File: config.mk
export PLATFORM = sky130hd
export DESIGN_NAME = fp_enco_flat
export DESIGN_NICKNAME = d
export VERILOG_FILES = /design/src/rtl/fp_enco_if.sv /design/src/rtl/fp_enco.sv /design/src/flat_wrapper.sv
export SDC_FILE = /design/constraint.sdc
export NUM_CORES = 1
export LEC_CHECK = 0
export ABC_AREA = 0
export BUFFER_PORTS_ARGS = -buffer_cell sky130_fd_sc_hd__buf_2
export CELL_PAD_IN_SITES_DETAIL_PLACEMENT = 0
export CELL_PAD_IN_SITES_GLOBAL_PLACEMENT = 1
export CORE_ASPECT_RATIO = 0.6
export CORE_MARGIN = 4
export CORE_UTILIZATION = 40
export CTS_BUF_LIST = sky130_fd_sc_hd__clkbuf_4 sky130_fd_sc_hd__clkbuf_8 sky130_fd_sc_hd__clkbuf_16
export CTS_CLUSTER_SIZE = 25
export DETAILED_ROUTE_END_ITERATION = 8
export GPL_ROUTABILITY_DRIVEN = 0
export PLACE_DENSITY_LB_ADDON = 0.1
export SYNTH_ARGS = -nofsm -noshare
export SYNTH_HDL_FRONTEND = slang
export SYNTH_SLANG_ARGS = --single-unit
File: constraint.sdc
create_clock -name clk -period 7.6 [get_ports clk]
set_clock_uncertainty 0.2 [all_clocks]
set_input_delay 0.38 -clock clk [delete_from_list [all_inputs] [get_ports clk]]
set_output_delay 0.38 -clock clk [all_outputs]
set_load 0.005 [all_outputs]
File: src/rtl/fp_enco_if.sv
// rtl/fp_enco_if.sv - operand/result handshake bundle for the fp_enco float packer
interface fp_enco_if #(
    parameter int MW = 48
);
    logic          In_valid;
    logic          In_ready;
    logic          Signo_R;
    logic [9:0]    Exponente_R;
    logic [MW-1:0] Mantissa_R;
    logic          Out_valid;
    logic          Out_ready;
    logic [31:0]   Float_num_R;
    logic          Overflow;
    logic          Underflow;

    modport slave (
        input  In_valid, Signo_R, Exponente_R, Mantissa_R, Out_ready,
        output In_ready, Out_valid, Float_num_R, Overflow, Underflow
    );

    modport master (
        output In_valid, Signo_R, Exponente_R, Mantissa_R, Out_ready,
        input  In_ready, Out_valid, Float_num_R, Overflow, Underflow
    );
endinterface

File: src/rtl/fp_enco.sv
// rtl/fp_enco.sv - iterative normalize, round-to-nearest-even and pack to IEEE-754 single
module fp_enco #(
    parameter int MW = 48
) (
    input  logic      clk,
    input  logic      rst_n,
    fp_enco_if.slave  bus
);
    typedef enum logic [1:0] {S_IDLE, S_NORM, S_ROUND, S_DONE} state_t;

    state_t               r_state, w_state_nxt;
    logic                 r_sign, w_sign_nxt;
    logic signed [10:0]   r_e, w_e_nxt;
    logic [MW-1:0]        r_m, w_m_nxt;
    logic                 r_zero, w_zero_nxt;
    logic [31:0]          r_float, w_float_nxt;
    logic                 r_ovf, w_ovf_nxt;
    logic                 r_unf, w_unf_nxt;
    logic                 r_out_valid, w_out_valid_nxt;

    logic [22:0]          w_frac;
    logic                 w_g;
    logic                 w_s;
    logic                 w_inc;
    logic [23:0]          w_frac_sum;
    logic signed [10:0]   w_e_rnd;

    // Sticky covers everything below the guard bit; nothing remains when MW is 26.
    if (MW > 26) begin : g_sticky
        assign w_s = |r_m[MW-27:0];
    end else begin : g_no_sticky
        assign w_s = 1'b0;
    end

    assign w_frac     = r_m[MW-3:MW-25];
    assign w_g        = r_m[MW-26];
    assign w_inc      = w_g & (w_s | w_frac[0]);
    assign w_frac_sum = {1'b0, w_frac} + {23'd0, w_inc};
    assign w_e_rnd    = r_e + {10'd0, w_frac_sum[23]};

    always_comb begin
        w_state_nxt     = r_state;
        w_sign_nxt      = r_sign;
        w_e_nxt         = r_e;
        w_m_nxt         = r_m;
        w_zero_nxt      = r_zero;
        w_float_nxt     = r_float;
        w_ovf_nxt       = r_ovf;
        w_unf_nxt       = r_unf;
        w_out_valid_nxt = r_out_valid;

        case (r_state)
            S_IDLE: begin
                if (bus.In_valid) begin
                    w_sign_nxt  = bus.Signo_R;
                    w_e_nxt     = {bus.Exponente_R[9], bus.Exponente_R};
                    w_m_nxt     = bus.Mantissa_R;
                    w_zero_nxt  = 1'b0;
                    w_state_nxt = S_NORM;
                end
            end
            S_NORM: begin
                if (r_m == '0) begin
                    w_zero_nxt  = 1'b1;
                    w_state_nxt = S_ROUND;
                end else if (r_m[MW-1]) begin
                    w_m_nxt = {1'b0, r_m[MW-1:2], r_m[1] | r_m[0]};
                    w_e_nxt = r_e + 11'sd1;
                end else if (r_m[MW-2]) begin
                    w_state_nxt = S_ROUND;
                end else if (r_e <= 11'sd0) begin
                    w_state_nxt = S_ROUND;
                end else begin
                    w_m_nxt = r_m << 1;
                    w_e_nxt = r_e - 11'sd1;
                end
            end
            S_ROUND: begin
                w_ovf_nxt = 1'b0;
                w_unf_nxt = 1'b0;
                if (r_zero) begin
                    w_float_nxt = {r_sign, 31'd0};
                end else if (w_e_rnd >= 11'sd255) begin
                    w_float_nxt = {r_sign, 8'hFF, 23'd0};
                    w_ovf_nxt   = 1'b1;
                end else if (w_e_rnd <= 11'sd0) begin
                    w_float_nxt = {r_sign, 31'd0};
                    w_unf_nxt   = 1'b1;
                end else begin
                    w_float_nxt = {r_sign, w_e_rnd[7:0], w_frac_sum[22:0]};
                end
                w_e_nxt         = w_e_rnd;
                w_out_valid_nxt = 1'b1;
                w_state_nxt     = S_DONE;
            end
            S_DONE: begin
                if (bus.Out_ready) begin
                    w_out_valid_nxt = 1'b0;
                    w_state_nxt     = S_IDLE;
                end
            end
            default: w_state_nxt = S_IDLE;
        endcase
    end

    always_ff @(posedge clk or negedge rst_n) begin
        if (!rst_n) begin
            r_state     <= S_IDLE;
            r_sign      <= 1'b0;
            r_e         <= '0;
            r_m         <= '0;
            r_zero      <= 1'b0;
            r_float     <= '0;
            r_ovf       <= 1'b0;
            r_unf       <= 1'b0;
            r_out_valid <= 1'b0;
        end else begin
            r_state     <= w_state_nxt;
            r_sign      <= w_sign_nxt;
            r_e         <= w_e_nxt;
            r_m         <= w_m_nxt;
            r_zero      <= w_zero_nxt;
            r_float     <= w_float_nxt;
            r_ovf       <= w_ovf_nxt;
            r_unf       <= w_unf_nxt;
            r_out_valid <= w_out_valid_nxt;
        end
    end

    assign bus.In_ready    = (r_state == S_IDLE);
    assign bus.Out_valid   = r_out_valid;
    assign bus.Float_num_R = r_float;
    assign bus.Overflow    = r_ovf;
    assign bus.Underflow   = r_unf;
endmodule

File: src/flat_wrapper.sv
// flat-port wrapper written by rule: the top's interface ports become plain ports
module fp_enco_flat 
#(
    parameter int MW = 48
)
  (clk, rst_n, bus_In_valid, bus_Signo_R, bus_Exponente_R, bus_Mantissa_R, bus_Out_ready, bus_In_ready, bus_Out_valid, bus_Float_num_R, bus_Overflow, bus_Underflow);
  fp_enco_if #(.MW(MW)) bus_i ();
  input  logic clk;
  input  logic rst_n;
  input wire logic [$bits(bus_i.In_valid)-1:0] bus_In_valid;
  input wire logic [$bits(bus_i.Signo_R)-1:0] bus_Signo_R;
  input wire logic [$bits(bus_i.Exponente_R)-1:0] bus_Exponente_R;
  input wire logic [$bits(bus_i.Mantissa_R)-1:0] bus_Mantissa_R;
  input wire logic [$bits(bus_i.Out_ready)-1:0] bus_Out_ready;
  output wire logic [$bits(bus_i.In_ready)-1:0] bus_In_ready;
  output wire logic [$bits(bus_i.Out_valid)-1:0] bus_Out_valid;
  output wire logic [$bits(bus_i.Float_num_R)-1:0] bus_Float_num_R;
  output wire logic [$bits(bus_i.Overflow)-1:0] bus_Overflow;
  output wire logic [$bits(bus_i.Underflow)-1:0] bus_Underflow;
  assign bus_i.In_valid = bus_In_valid;
  assign bus_i.Signo_R = bus_Signo_R;
  assign bus_i.Exponente_R = bus_Exponente_R;
  assign bus_i.Mantissa_R = bus_Mantissa_R;
  assign bus_i.Out_ready = bus_Out_ready;
  assign bus_In_ready = bus_i.In_ready;
  assign bus_Out_valid = bus_i.Out_valid;
  assign bus_Float_num_R = bus_i.Float_num_R;
  assign bus_Overflow = bus_i.Overflow;
  assign bus_Underflow = bus_i.Underflow;
  fp_enco #(.MW(MW)) u_core (.clk(clk), .rst_n(rst_n), .bus(bus_i));
endmodule
; Word-level counts from Yosys, hierarchy flattened
; Index checks and enable logic that the tools add are counted.
[op_classes]
n_addsub = 4
n_lt_le_gt_ge = 3
eq_ne = 11
n_mux = 32
bitwise_logic = 3
n_reduce_logical = 13
[op_table]
columns = cell, count
row1 = $mux W48, 4
row2 = $pmux W48 S2, 1
row3 = $mux W31, 3
row4 = $mux W11, 5
row5 = $logic_not A48 Y1, 1
row6 = $mux W47, 1
row7 = $pmux W11 S3, 1
row8 = $add A23 B1 Y24, 1
row9 = $le A11 B1 Y1 const B, 2
row10 = $reduce_or A22 Y1, 1
row11 = $mux W2, 6
row12 = $add A11 B1 Y11, 1
row13 = $add A11 B2 Y11 const B, 1
row14 = $ge A11 B9 Y1 const B, 1
row15 = $sub A11 B2 Y11 const B, 1
row16 = $reduce_and A5 Y1, 2
row17 = $mux W1, 8
row18 = $pmux W2 S4, 1
row19 = $ne A2 B2 Y1 const B, 3
row20 = $ne A3 B2 Y1 const B, 2
row21 = $reduce_and A3 Y1, 2
row22 = $eq A2 B2 Y1 const B, 2
row23 = $ne A4 B1 Y1 const B, 1
row24 = $pmux W1 S2, 2
row25 = other kinds (10), 13
[totals]
ff_bits = 98
input_bits = 63

; Longest topological paths before layout
; Gate-level depths: netlist of the first run.
[depth]
word_depth = 9
ltp_mapped = 16
depth_no_buf = 13

; Least setup slack after synthesis of the first run
; Ideal clock, no wire load.
[synth_timing]
path_type = register to register
startpoint = reg u_core.r_m[25]
endpoint = reg u_core.r_float[9], in the netlist u_core.bus.Float_num_R[9]
arrival_time_ns = 3.826
required_time_ns = 7.325
path_slack_ns = 3.499
path_stages_with_launch = 17
path_buffers = 3
synth_period_minus_slack_ns = 4.101
cell_sequence = dfrtp_1 -> clkbuf_1 -> nand4_1 -> or2_2 -> nor2_1 -> and3_1 -> and4_1 -> ha_1 -> ha_1 -> nand4_1 -> or4b_1 -> o311ai_2 -> o31ai_2 -> or3_1 -> buf_6 -> buf_12 -> o2bb2ai_4
[synth_via]
elab_chain_cells = 6
word_cells_on_any_way = 7
[synth_rtl]
columns = item, line_no
row1 = "start, declared", fp_enco.sv:14  ; logic [MW-1:0] r_m, w_m_nxt;
row2 = "start signal, assigned", fp_enco.sv:121  ; r_m <= w_m_nxt;
row3 = $add A23 B1 Y24 *, fp_enco.sv:38  ; assign w_frac_sum = {1'b0, w_frac} + {23'd0, w_inc};
row4 = $add A11 B1 Y11, fp_enco.sv:39  ; assign w_e_rnd = r_e + {10'd0, w_frac_sum[23]};
row5 = $le A11 B1 Y1, fp_enco.sv:86  ; end else if (w_e_rnd <= 11'sd0) begin
row6 = $mux W31, fp_enco.sv:86
row7 = $mux W31 *, fp_enco.sv:83  ; end else if (w_e_rnd >= 11'sd255) begin
row8 = $mux W31 *, fp_enco.sv:81  ; if (r_zero) begin
row9 = "end signal, assigned", fp_enco.sv:123  ; r_float <= w_float_nxt;
row10 = "end, declared", fp_enco.sv:16  ; logic [31:0] r_float, w_float_nxt;
; Mark *: on every way between the ends. The rest lies on a longest branch, timed or not.
; A chain may end at the register's enable or synchronous reset.

; Worst setup path in the final report of the first run
[layout_timing]
startpoint = reg u_core.r_m[25]
endpoint = reg u_core.r_float[0], in the netlist u_core.bus.Float_num_R[0]
[layout_via]
elab_chain_cells = 6
word_cells_on_any_way = 7
[layout_rtl]
columns = item, line_no
row1 = $add A23 B1 Y24 *, fp_enco.sv:38
row2 = $add A11 B1 Y11 *, fp_enco.sv:39
row3 = $le A11 B1 Y1, fp_enco.sv:86
row4 = $mux W31, fp_enco.sv:86
row5 = $mux W31 *, fp_enco.sv:83
row6 = $mux W31 *, fp_enco.sv:81
; Marked as above.

==> flow_summary.json, run 1 <==
{
  "synth.avg_cell_area_um2": 9.32,
  "setup_ws_ns": 2.96,
  "wl_per_cell_um": 20.3,
  "cts-root-buf": "clkbuf_16",
  "fp.dieH_um": 106,
  "initial_utilization_pct": 41.1,
  "p_seq_share_pct": 33.5,
  "grt_start_max_net_pins": 60,
  "clk_pin_slew_ns": 0.07,
  "design.die.area_um2": 18000,
  "cp.required_ns": 7.66,
  "instances_no_fill": 947,
  "period_share_pct": 61.1,
  "place_ws_ns": 3.03,
  "switching_share_pct": 48.2,
  "r2r_cells": 14,
  "grt-ovfl-total": 0,
  "rsz0062_at_grt": "no",
  "power_density_nw_per_um2": 477,
  "syn_to_final_growth_pct": 12.2,
  "cp_max_fo": 23,
  "worst_slew_pin_slew_ns": 1.06,
  "hp-class": "input port to flop",
  "numCtsBuffers": 9,
  "min_to": "u_core.r_e[0]$_DFFE_PN0P_",
  "setup_violations": 0,
  "antenna_left": 0,
  "fp.dieW_um": 171,
  "port_buffers": 98,
  "grt_usage_pct": 21.2,
  "p_total_mw": 3.40,
  "ir_drop_v": 0.000165,
  "drive_gt1_share_pct": 21.1,
  "cts.htree.levels": 3,
  "cts_tree": "yes",
  "setup_tns_ns": 0,
  "core_area_um2": 15500,
  "drc": 0,
  "clk_path_buf_depth": 2,
  "num-nets-final": 821,
  "slew_viol_final": 0,
  "yosysWarnings": 0,
  "status": "finished, final reports clean",
  "finalWirelength_um": 19300,
  "p_comb_share_pct": 52.3,
  "yosysSeqAreaShare_pct": 38.6,
  "relSlewSlack_pct": 29.4,
  "grt_pass1_vias": 5243,
  "synthArstFlopShare_pct": 100,
  "netlist_area_um2": 6350,
  "diodes": 0,
  "clock_sinks": 98,
  "ioPinCount": 99,
  "first_pass_iters": 5,
  "clkPwrFrac_pct": 14.1,
  "crit_start": "u_core.r_m[25]$_DFFE_PN0P_",
  "place_hpwl_um": 13400,
  "dp_cells": 931,
  "r2r_start": "u_core.r_m[25]$_DFFE_PN0P_",
  "antenna_found_initial": 0,
  "ys_ff_latch": 98,
  "p_int_mw": 1.76,
  "synth_edf_count": 0,
  "p_leak_nw": 3.14,
  "min_period_ns": 4.64,
  "drv_cap": 0,
  "timing.fmax_mhz": 215,
  "hold_viol_final": 0,
  "syn_nets": 762,
  "vias": 5607,
  "p_sw_mw": 1.64,
  "hp-start": "bus_Exponente_R[0]",
  "drtIter0Drc": 523,
  "grt_pass1_wl_um": 30400,
  "arrival_ns": 4.71,
  "viasPerCell": 5.92,
  "num_rows": 35,
  "ctsResizeCount": 0,
  "worstSkewPairLatency_ns": 0.34,
  "cp-end-kind": "flop",
  "syn_inst": 681,
  "synthFlopType": "dfrtp_1",
  "crit_type": "flop to flop",
  "cp-start-kind": "flop",
  "holdPathStages": 3,
  "reg2reg_slack_ns": 2.96,
  "netlist-cell-type-count": 65,
  "r2r-end": "u_core.bus.Float_num_R[0]$_DFFE_PN0P_"
}
==> power groups by stage <==
| stage | Combinational (mW) | Clock [mW] | Sequential (mW) |
|---|---|---|---|
| 2_1_floorplan | 1.44 | 0 | 0.988 |
| 3_3_place_gp | 1.72 | 0 | 1.13 |
| 3_5_place_dp | 1.76 | 0 | 1.13 |
| 4_1_cts | 1.77 | 0.489 | 1.13 |
| 5_1_grt | 1.98 | 0.508 | 1.18 |
| 6_report | 1.78 | 0.480 | 1.14 |
==> cells by family (layout without fill, tap and decap cells) <==
kind of cell / Yosys count / after routing / synth area share [%]
AND/OR/NAND/NOR: 237 / 237 / 19.5
AO/OA/AOI/OAI: 203 / 203 / 25.3
flip-flops: 98 / 98 / 38.6
buffers and inverters: 83 / 146 / 6.94
XOR/XNOR: 35 / 35 / 4.83
adder cells (fa/ha/maj): 18 / 18 / 3.66
multiplexers: 7 / 7 / 1.18
==> through the flow <==
step / utilization [%] / hold slack, ns / instance area (um2)
detailed placement: 44.1 / 0.240 / 6810
global route: 46.1 / 0.0737 / 7130
finish: 46.1 / 0.0783 / 7130
CTS: 46.1 / 0.0716 / 7130
floorplan: - / -0.116 / 6350
global placement: 44.1 / 0.242 / 6810
==> cells in the mapped netlist, types with 3 or more instances <==
library cell | number | share of area [%]
a21oi_1 | 58 | 4.6
a221oi_1 | 46 | 6.3
a31oi_1 | 4 | 0.39
and2_1 | 5 | 0.49
and3_1 | 51 | 5.0
buf_4 | 3 | 0.35
buf_6 | 6 | 1.1
clkbuf_1 | 40 | 2.4
dfrtp_1 | 98 | 39
ha_1 | 17 | 3.3
inv_1 | 24 | 1.4
mux2_2 | 4 | 0.71
mux2i_1 | 3 | 0.47
nand2_1 | 29 | 1.7
nand2b_1 | 8 | 0.79
nand3_1 | 22 | 1.7
nand4_1 | 10 | 0.99
nor2_1 | 67 | 4.0
nor2b_1 | 4 | 0.39
nor3_1 | 9 | 0.71
nor4_1 | 15 | 1.5
o211a_1 | 3 | 0.47
o211ai_1 | 5 | 0.59
o21a_1 | 3 | 0.35
o21ai_0 | 25 | 2.0
o221ai_1 | 12 | 1.7
o2bb2ai_1 | 3 | 0.41
o2bb2ai_2 | 18 | 4.3
o31ai_1 | 5 | 0.59
or3_1 | 4 | 0.39
xnor2_1 | 15 | 2.1
xor2_1 | 20 | 2.8
==> layout make-up <==
class,instances,area (um2)
clock buffers,10,239
clock inverters,5,63.8
fillers,1500,8330
inverters,25,93.8
multi-input cells,500,3470
flip-flops and latches,98,2450
well taps,203,254
repair buffers,106,556
==> layout by cell type, fill, tap and decap left out, drive strengths merged, types with 2 or more instances in the layout <==
cell / n
nand2b: 8
nor2b: 4
and2: 5
nor2: 67
dfrtp: 98
xor2: 20
nand3b: 2
o211a: 3
inv: 26
a221oi: 46
xnor2: 15
or3: 4
o31a: 2
nand3: 23
nand2: 29
a21oi: 58
o21bai: 2
clkbuf: 10
clkinv: 2
o2bb2ai: 23
o31ai: 6
o21ai: 25
o311a: 2
o21a: 3
o211ai: 5
a211oi: 2
a31oi: 4
a21o: 2
mux2i: 3
and3: 51
nor3: 10
or2: 2
and4: 2
mux2: 4
o221ai: 12
buf: 105
nor4: 15
ha: 17
nand4: 10
o221a: 2
==> registers in the layout, indices dropped and copies added, names as in the netlist <==
name                    count
u_core.r_zero               1
u_core.bus.Underflow        1
u_core.bus.Float_num_R     32
u_core.r_e                 11
u_core.r_m                 48
u_core.r_state              2
u_core.bus.Overflow         1
u_core.bus.Out_valid        1
u_core.r_sign               1
==> timing repair <==
item	CTS	global route
buffers inserted	0	0
setup endpoints to repair	0	0
hold endpoints to repair	42	0
hold buffers	1	0
==> worst max-delay path, cell delays in order, from the launching register on <==
cell	delay, ns
dfrtp_1	0.50
nand4_1	0.19
or2_2	0.39
nor2_1	0.38
and3_1	0.27
and4_1	0.22
ha_1	0.22
ha_1	0.31
nand4_1	0.17
or4b_1	0.58
o311ai_2	0.15
o31ai_2	0.14
or3_1	0.37
buf_4	0.26
o2bb2ai_1	0.19
==> per-layer routing <==
layer  part of all wire [%]  vias up  global-route usage, %
met1                     53     2718                   35.4
met3                    6.8       11                   4.57
li1                       -     2673                      -
met2                     40      205                   27.8
met5                      0        -                      0
met4                   0.54        0                   3.02
==> how the worst max path moves through the flow <==
stage               depth (start not counted)                                      to  slack [ns]
floorplan                                  16   u_core.bus.Float_num_R[9]$_DFFE_PN0P_        3.50
global route                               14   u_core.bus.Float_num_R[0]$_DFFE_PN0P_        2.60
finish                                     14   u_core.bus.Float_num_R[0]$_DFFE_PN0P_        2.96
global placement                           14   u_core.bus.Float_num_R[2]$_DFFE_PN0P_        3.20
CTS                                        14   u_core.bus.Float_num_R[0]$_DFFE_PN0P_        3.00
detailed placement                         14  u_core.bus.Float_num_R[18]$_DFFE_PN0P_        3.03
No activity file was read; power rests on OpenSTA's default activity.
==> run 2, diff against run 1 <==
==> constraint.sdc (replaced) <==
create_clock -name clk -period 4.48 [get_ports clk]
set_clock_uncertainty 0.2 [all_clocks]
set_input_delay 0.224 -clock clk [delete_from_list [all_inputs] [get_ports clk]]
set_output_delay 0.224 -clock clk [all_outputs]
set_load 0.005 [all_outputs]
==> run 2 against run 1 <==
  * Critical path depth did not move
  * Setup slack got worse by 2.7 ns
  * Combinational power rose by 73%
  * First-iteration DRC count rose by 32%
  * Die area did not move
  * Hold slack got worse by 0.077 ns
  * Maximum frequency rose by 9.9%
  * Non-clock buffer count rose by 39
  * Register-to-register slack got worse by 2.7 ns
  * Wire length barely moved
  * Critical endpoint is now u_core.bus.Float_num_R[1]$_DFFE_PN0P_
==> flow_summary.json, run 2 (same netlist as run 1, synthesis figures left out) <==
{
  "status": "finished, final reports clean",
  "grt_pass1_wl_um": 31000,
  "place_hpwl_um": 13500,
  "period_share_pct": 94.3,
  "cp-end-kind": "flop",
  "finalWirelength_um": 19300,
  "ir_drop_v": 0.000316,
  "cp_max_fo": 23,
  "antenna_found_initial": 0,
  "min_period_ns": 4.23,
  "clock_sinks": 98,
  "vias": 5745,
  "cp-start-kind": "flop",
  "largest_register_ffs": 48,
  "worstSkewPairLatency_ns": 0.35,
  "ioPinCount": 99,
  "place_area_um2": 6860,
  "place_ws_ns": 0.187,
  "antenna_left": 0,
  "grt_start_max_net_pins": 72,
  "num_rows": 35,
  "drive_gt1_share_pct": 21.2,
  "cts-root-buf": "clkbuf_16",
  "arrival_ns": 4.29,
  "clk_pin_slew_ns": 0.08,
  "port_buffers": 98,
  "dr_wl_met2_um": 7570,
  "fin_area_um2": 7520,
  "design.die.area_um2": 18000,
  "grt_pass1_vias": 5463,
  "rsz0062_at_grt": "no",
  "numCtsBuffers": 9,
  "grt-ovfl-total": 0,
  "fp.dieW_um": 171,
  "p_leak_nw": 3.31,
  "drv_cap": 0,
  "met1_length_um": 10200,
  "crit_type": "flop to flop",
  "drc": 0,
  "drtIter0Drc": 688,
  "hp-class": "input port to flop",
  "power_density_nw_per_um2": 774,
  "wl_per_cell_um": 19.5,
  "top_register": "u_core.r_m",
  "core_area_um2": 15500,
  "syn_to_final_growth_pct": 18.5,
  "setup_violations": 0,
  "final_util_pct": 48.7,
  "relSlewSlack_pct": 30.3,
  "grt_usage_pct": 21.6,
  "cts.htree.levels": 3,
  "slew_viol_final": 0,
  "timing.fmax_mhz": 237,
  "met3_length_um": 1320,
  "first_pass_iters": 5,
  "layout_common_cells": "buf_2 (97), dfrtp_1 (96), nor2_1 (66), a21oi_1 (58), and3_1 (51)",
  "num-nets-final": 860,
  "setup_ws_ns": 0.255,
  "layout_commonest_cell": "buf_2",
  "hold_viol_final": 0,
  "routed.top_layer": "met4",
  "worst_slew_pin_slew_ns": 1.04,
  "diodes": 0,
  "fp.dieH_um": 106,
  "initial_utilization_pct": 41.1,
  "post_cts_buffers": 0,
  "setup_tns_ns": 0,
  "clk_path_buf_depth": 2,
  "cts_tree": "yes",
  "viasPerCell": 5.82,
  "cp.required_ns": 4.54,
  "p_total_mw": 5.82
}
[run 2: per-layer routing]
metal,GRT usage (%),vias up
met4,3.48,0
met2,27.6,200
met5,0,-
met3,3.60,10
li1,-,2753
met1,37.0,2782
[run 2: timing repair]
action / in CTS / in global routing
resized for setup: 0 / 4
setup endpoints to repair: 0 / 23
hold buffers: 35 / 0
hold endpoints to repair: 104 / 0
[run 2: worst max-delay path, cell delays in order (launching register included)]
cell and delay, ns:
dfrtp_2 0.43, nand4_1 0.18, or2_2 0.40, nor2_1 0.19, and3_1 0.21, and4_1 0.22, ha_1 0.22, ha_2 0.26
nand4_1 0.15, or4b_1 0.56, o311ai_2 0.14, o31ai_2 0.14, or3_1 0.39, buf_6 0.21, o2bb2ai_1 0.20
[run 2: cell type report]
type                    count  area, um2
inverters                  25       93.8
clock inverters             7       76.3
multi-input cells         500       3470
clock buffers               9        225
well taps                 203        254
repair buffers            145        950
fillers                  1484       7940
flip-flops and latches     98       2450
[run 2: metrics by stage]
stage	cells	hold slack, ns
3_5_place_dp	936	0.249
3_3_place_gp	936	0.241
4_1_cts	987	0.000284
6_report	987	0.00141
2_1_floorplan	681	-0.272
5_1_grt	987	0.0115
[run 2: path summary, 6_finish.rpt]
| path | start | to | slack, ns | cells past startpoint |
|---|---|---|---|---|
| setup reg to reg | u_core.r_m[22]$_DFFE_PN0P_ | u_core.bus.Float_num_R[1]$_DFFE_PN0P_ | 0.25 | 14 |
| max in group asynchronous | rst_n | u_core.r_m[40]$_DFFE_PN0P_ | 2.73 | 3 |
| hold reg to reg | u_core.bus.Float_num_R[6]$_DFFE_PN0P_ | u_core.bus.Float_num_R[6]$_DFFE_PN0P_ | 0.28 | 1 |
| min in group asynchronous | rst_n | u_core.r_e[6]$_DFFE_PN0P_ | 0.35 | 2 |
| setup / recovery | u_core.r_m[22]$_DFFE_PN0P_ | u_core.bus.Float_num_R[1]$_DFFE_PN0P_ | 0.25 | 14 |
| hold / removal | bus_Mantissa_R[37] | u_core.r_m[37]$_DFFE_PN0P_ | 0.001 | 3 |
[run 2: where the power goes]
group | switching (mW) | internal (mW)
clock | 0.379 | 0.438
sequential | 0.591 | 1.33
combinational | 1.81 | 1.27
total | 2.78 | 3.04
